==> src/rtl/tictactoe.sv <==
// Two-player tic-tac-toe engine: board, turn tracking, win/cat/error detection, blinking win display.
// Optional blinking cursor on the selected empty square: define TICTACTOE_CURSOR_FLASH_EN.
module tictactoe (
  input  logic       clk,
  input  logic       reset,
  input  logic       flash_clk,
  input  logic [8:0] sel_pos,
  input  logic       buttonX,
  input  logic       buttonO,
  output logic       turnX,
  output logic       turnO,
  output logic [8:0] occ_pos,
  output logic [8:0] occ_square,
  output logic [8:0] occ_player,
  output logic [7:0] game_st
);

  typedef enum logic [2:0] {
    ST_PLAY,
    ST_XWIN,
    ST_OWIN,
    ST_CAT,
    ST_ERR
  } state_t;

  state_t     state_q, state_d;
  logic [8:0] occ_square_q, occ_square_d;
  logic [8:0] occ_player_q, occ_player_d;
  logic [8:0] win_mask_q, win_mask_d;
  logic       turn_x_q, turn_x_d;

  logic [8:0] new_square, new_player, mover_tiles, new_win;
  logic [8:0] line_win [8];
  logic       multi_sel, any_btn, legal;

  // Squares covered by each of the 8 winning lines: rows, columns, diagonals.
  function automatic logic [8:0] line_mask(input int idx);
    case (idx)
      0:       line_mask = 9'b000_000_111;
      1:       line_mask = 9'b000_111_000;
      2:       line_mask = 9'b111_000_000;
      3:       line_mask = 9'b001_001_001;
      4:       line_mask = 9'b010_010_010;
      5:       line_mask = 9'b100_100_100;
      6:       line_mask = 9'b100_010_001;
      default: line_mask = 9'b001_010_100;
    endcase
  endfunction

  assign multi_sel   = |(sel_pos & (sel_pos - 9'd1));
  assign any_btn     = buttonX | buttonO;
  assign new_square  = occ_square_q | sel_pos;
  assign new_player  = occ_player_q | (buttonX ? sel_pos : 9'd0);
  assign mover_tiles = buttonX ? new_player : (new_square & ~new_player);

  assign legal = (buttonX ^ buttonO) && !multi_sel && (|sel_pos) &&
                 (buttonX == turn_x_q) && !(|(sel_pos & occ_square_q));

  // Each line contributes its mask when the mover owns all three of its squares.
  genvar gi;
  generate
    for (gi = 0; gi < 8; gi++) begin : g_line
      assign line_win[gi] = ((mover_tiles & line_mask(gi)) == line_mask(gi)) ? line_mask(gi) : 9'd0;
    end
  endgenerate

  always_comb begin
    new_win = 9'd0;
    for (int i = 0; i < 8; i++) begin
      new_win = new_win | line_win[i];
    end
  end

  always_comb begin
    state_d      = state_q;
    occ_square_d = occ_square_q;
    occ_player_d = occ_player_q;
    win_mask_d   = win_mask_q;
    turn_x_d     = turn_x_q;
    if (state_q == ST_PLAY) begin
      if ((buttonX && buttonO) || (any_btn && multi_sel)) begin
        state_d = ST_ERR;
      end else if (legal) begin
        occ_square_d = new_square;
        occ_player_d = new_player;
        turn_x_d     = ~turn_x_q;
        if (|new_win) begin
          win_mask_d = new_win;
          state_d    = buttonX ? ST_XWIN : ST_OWIN;
        end else if (&new_square) begin
          state_d = ST_CAT;
        end
      end
    end
  end

  always_ff @(posedge clk or posedge reset) begin
    if (reset) begin
      state_q      <= ST_PLAY;
      occ_square_q <= 9'd0;
      occ_player_q <= 9'd0;
      win_mask_q   <= 9'd0;
      turn_x_q     <= 1'b1;
    end else begin
      state_q      <= state_d;
      occ_square_q <= occ_square_d;
      occ_player_q <= occ_player_d;
      win_mask_q   <= win_mask_d;
      turn_x_q     <= turn_x_d;
    end
  end

  always_comb begin
    case (state_q)
      ST_XWIN: game_st = 8'h58;
      ST_OWIN: game_st = 8'h4F;
      ST_CAT:  game_st = 8'h43;
      ST_ERR:  game_st = 8'h45;
      default: game_st = 8'h6E;
    endcase
  end

  assign turnX      = (state_q == ST_PLAY) &&  turn_x_q;
  assign turnO      = (state_q == ST_PLAY) && !turn_x_q;
  assign occ_square = occ_square_q;
  assign occ_player = occ_player_q;

`ifdef TICTACTOE_CURSOR_FLASH_EN
  assign occ_pos = (occ_square_q & ~win_mask_q) | (win_mask_q & {9{flash_clk}}) |
                   (((state_q == ST_PLAY) ? (sel_pos & ~occ_square_q) : 9'd0) & {9{flash_clk}});
`else
  assign occ_pos = (occ_square_q & ~win_mask_q) | (win_mask_q & {9{flash_clk}});
`endif

endmodule

==> config.mk <==
export PLATFORM = sky130hd
export DESIGN_NAME = tictactoe
export DESIGN_NICKNAME = d
export VERILOG_FILES = /design/src/rtl/tictactoe.sv
export SDC_FILE = /design/constraint.sdc
export NUM_CORES = 1
export LEC_CHECK = 0
export ABC_AREA = 1
export CAP_MARGIN = 10
export CORE_MARGIN = 2
export CORE_UTILIZATION = 49
export DETAILED_ROUTE_END_ITERATION = 7
export PLACE_DENSITY = 0.8
export SETUP_SLACK_MARGIN = 0.1
export SLEW_MARGIN = 20
export SYNTH_ARGS = -nofsm -noshare
export SYNTH_HDL_FRONTEND = slang
export SYNTH_SLANG_ARGS = --single-unit
export TNS_END_PERCENT = 1
==> constraint.sdc <==
create_clock -name clk -period 2.3 [get_ports clk]
set_clock_uncertainty 0.2 [all_clocks]
set_input_delay 0.345 -clock clk [delete_from_list [all_inputs] [get_ports clk]]
set_output_delay 0.345 -clock clk [all_outputs]
set_load 0.02 [all_outputs]
==> results.yml <==
status:
  status: "finished clean"
clocking:
  cts-hold-fix-buffers: 0
  clk_path_buf_depth: 2
  clock_latency_ns: 0.30
  cts_max_level: 2
  cts_made_buffers: 5
  clock-root-buffer: "clkbuf_8"
  cts.clk_slew.worst_paths_ns: 0.07
  cts_tree: "built"
  numClockSinks: 31
final_layout:
  final_cells: 415
  num-nets-final: 380
  fin_area_um2: 2960
  nFillCells: 305
  drive_gt1_share_pct: 25.5
  final_cell_mix: "nand2_1 (95), buf_4 (36), dfrtp_1 (30), clkdlybuf4s50_1 (25), inv_1 (24)"
  layout_commonest_cell: "nand2_1"
  syn2layout_area_growth_pct: 45.7
  diodes: 0
floorplanning:
  num_io_pins: 51
  dieArea_um2: 4680
  core_area_um2: 4000
  start_util_pct: 50.8
  die_h_um: 68.4
  die_x_um: 68.4
  rows: 23
timing:
  slew_violations: 0
  period_needed_ns: 2.16
  finalSetupViolations: 0
  finalCritPeriodShare_pct: 94.1
  fmax_mhz: 462
  hold_violations: 0
  rsz0062_at_grt: "true"
drt:
  dr.pass1.iters: 6
  via_count: 2222
  wl_per_cell_um: 14.8
  antenna_left: 0
  first_iter_violations: 230
  vias_per_cell: 5.35
  drc: 0
  finalWirelength_um: 6160
critical_path:
  crit_required_ns: 2.31
  path_max_fanout: 5
  startpoint: "buttonO"
  endpoint: "occ_player[7]$_DFFE_PP0P_"
  crit_type: "primary input to flop"
  crit_arrival_ns: 2.17
  cp-end-kind: "flop"
  r2r-end: "occ_player[7]$_DFFE_PP0P_"
  start_kind: "primary input"
  r2r_start: "state_q[0]$_DFFE_PP0P_"
  r2r_slack_ns: 0.28
  reg2reg_depth: 9
logic_synthesis:
  synth_fp_nets: 293
  synthTopCellsByArea: "dfrtp_1 (37%), nand2_1 (18%), nor2_1 (4.8%)"
  synth.distinct_cells: 31
  syn_area_per_cell_um2: 7.34
  synthCells: 277
  ys_seq_elements: 31
  synth_top_area_cell: "dfrtp_1"
  synth.yosys.seq_area_share_pct: 38.2
  synth_warnings: 0
  synth_top_area_share_pct: 36.9
  synth.cell_area_um2: 2030
global_routing:
  antenna_found_initial: 0
  grt_pass1_wl_um: 9360
  gr-total-overflow: 0
  grt_pass1_vias: 2049
  grt_usage_pct: 27.5
  grt_max_degree: 32
power:
  pwr_density_cell_nw_per_um2: 400
  peakVddDrop_mv: 0.336
  leakagePower_nw: 1.48
placement:
  place_area_um2: 2720
  place_congestion: 0.859
  dp_cells: 395
  dp_hpwl_um: 4150
  io_buffers: 48
worst_hold_path:
  hp-class: "primary input to async pin"
job:
  cap_violations: 0
==> flip-flops by register name, summed over array words and instances, names as in the netlist <==
signal      flops
turn_x_q        1
state_q         3
occ_player      9
occ_square      9
win_mask_q      9
==> per-layer routing <==
layer / vias to the layer above / global-route usage [%] / share of wire, %
li1: 1044 / - / -
met1: 1043 / 30.8 / 39
met2: 108 / 50.5 / 51
met3: 27 / 5.10 / 5.8
met4: 0 / 11.5 / 3.3
met5: - / 0 / 0
==> final cells by class <==
type	count	area (µm²)	area share [%]
Multi-Input combinational cell	211	1130	38.2
Sequential cell	31	777	26.2
Tap cell	50	62.6	2.11
Timing Repair Buffer	88	797	26.9
Inverter	27	104	3.51
Clock buffer	5	68.8	2.32
Clock inverter	3	20.0	0.676
==> kinds of logic after synthesis <==
group / Yosys count / share of synthesized area, %
flops: 31 / 38.2
xor+xnor: 2 / 0.862
fa+ha+maj: 2 / 1.23
other cells: 2 / 0.370
simple gates: 159 / 36.5
compound gates: 45 / 14.3
buf+inv: 36 / 8.50
==> critical path, stage by stage <==
cell	delay, ns
clkdlybuf4s50_1	0.44
ha_2	0.20
a21oi_2	0.10
nand3_1	0.10
nor2_2	0.13
nand4_1	0.17
nor2_4	0.18
buf_4	0.14
buf_6	0.11
nand2_1	0.07
o21ai_0	0.19
==> power by group <==
group | switching (mW) | internal, mW
registers | 0.0000287 | 0.545
clock network | 0.226 | 0.210
logic | 0.118 | 0.0855
total | 0.343 | 0.841
==> timing repair <==
| action | CTS | global route |
|---|---|---|
| pin swaps | 1 | 6 |
| resized for setup | 19 | 18 |
| cloned | 0 | 2 |
| setup endpoints to repair | 29 | 32 |
| setup buffers | 4 | 6 |
==> how the worst min path moves through the flow <==
stage / start / cells past startpoint / slack [ns] / end
global route: sel_pos[4] / 3 / 0.27 / occ_square[4]$_DFFE_PP0P_
CTS: reset / 3 / 0.24 / occ_square[5]$_DFFE_PP0P_
detailed placement: win_mask_q[7]$_DFFE_PP0P_ / 2 / 0.29 / win_mask_q[7]$_DFFE_PP0P_
floorplan: reset / 1 / 0.25 / occ_player[0]$_DFFE_PP0P_
global placement: win_mask_q[1]$_DFFE_PP0P_ / 2 / 0.28 / win_mask_q[1]$_DFFE_PP0P_
finish: reset / 3 / 0.22 / occ_square[7]$_DFFE_PP0P_
==> cells in the mapped netlist <==
cell	count
nor2_2	6
ha_1	2
conb_1	2
inv_1	24
nor3_1	3
buf_4	3
clkbuf_1	4
a21oi_1	4
o221ai_1	3
nand3_2	1
nor2_1	26
nand2_4	7
nand2_1	96
xor2_1	2
nand4_1	3
inv_2	2
nand2_2	10
o21bai_1	8
o21ai_0	19
o21ai_1	1
a21oi_2	1
nor3b_1	1
buf_12	1
o21ai_2	7
inv_4	1
nor3_4	2
buf_6	1
o21a_1	2
dfrtp_1	30
nand3_1	4
dfstp_2	1
==> stage by stage <==
stage	worst slack [ns]	TNS (ns)	utilization, %	hold slack (ns)	power [mW]
after floorplan	0.126	0	-	0.248	0.662
after global placement	-0.400	-5.48	68.1	0.284	0.745
after detailed placement	-0.398	-6.30	68.1	0.294	0.747
after CTS	0.109	0	71.2	0.244	1.18
after global routing	-0.0106	-0.0106	74.0	0.266	1.23
final	0.136	0	74.0	0.223	1.18
Note: power is estimated with default switching activity, not from simulation.
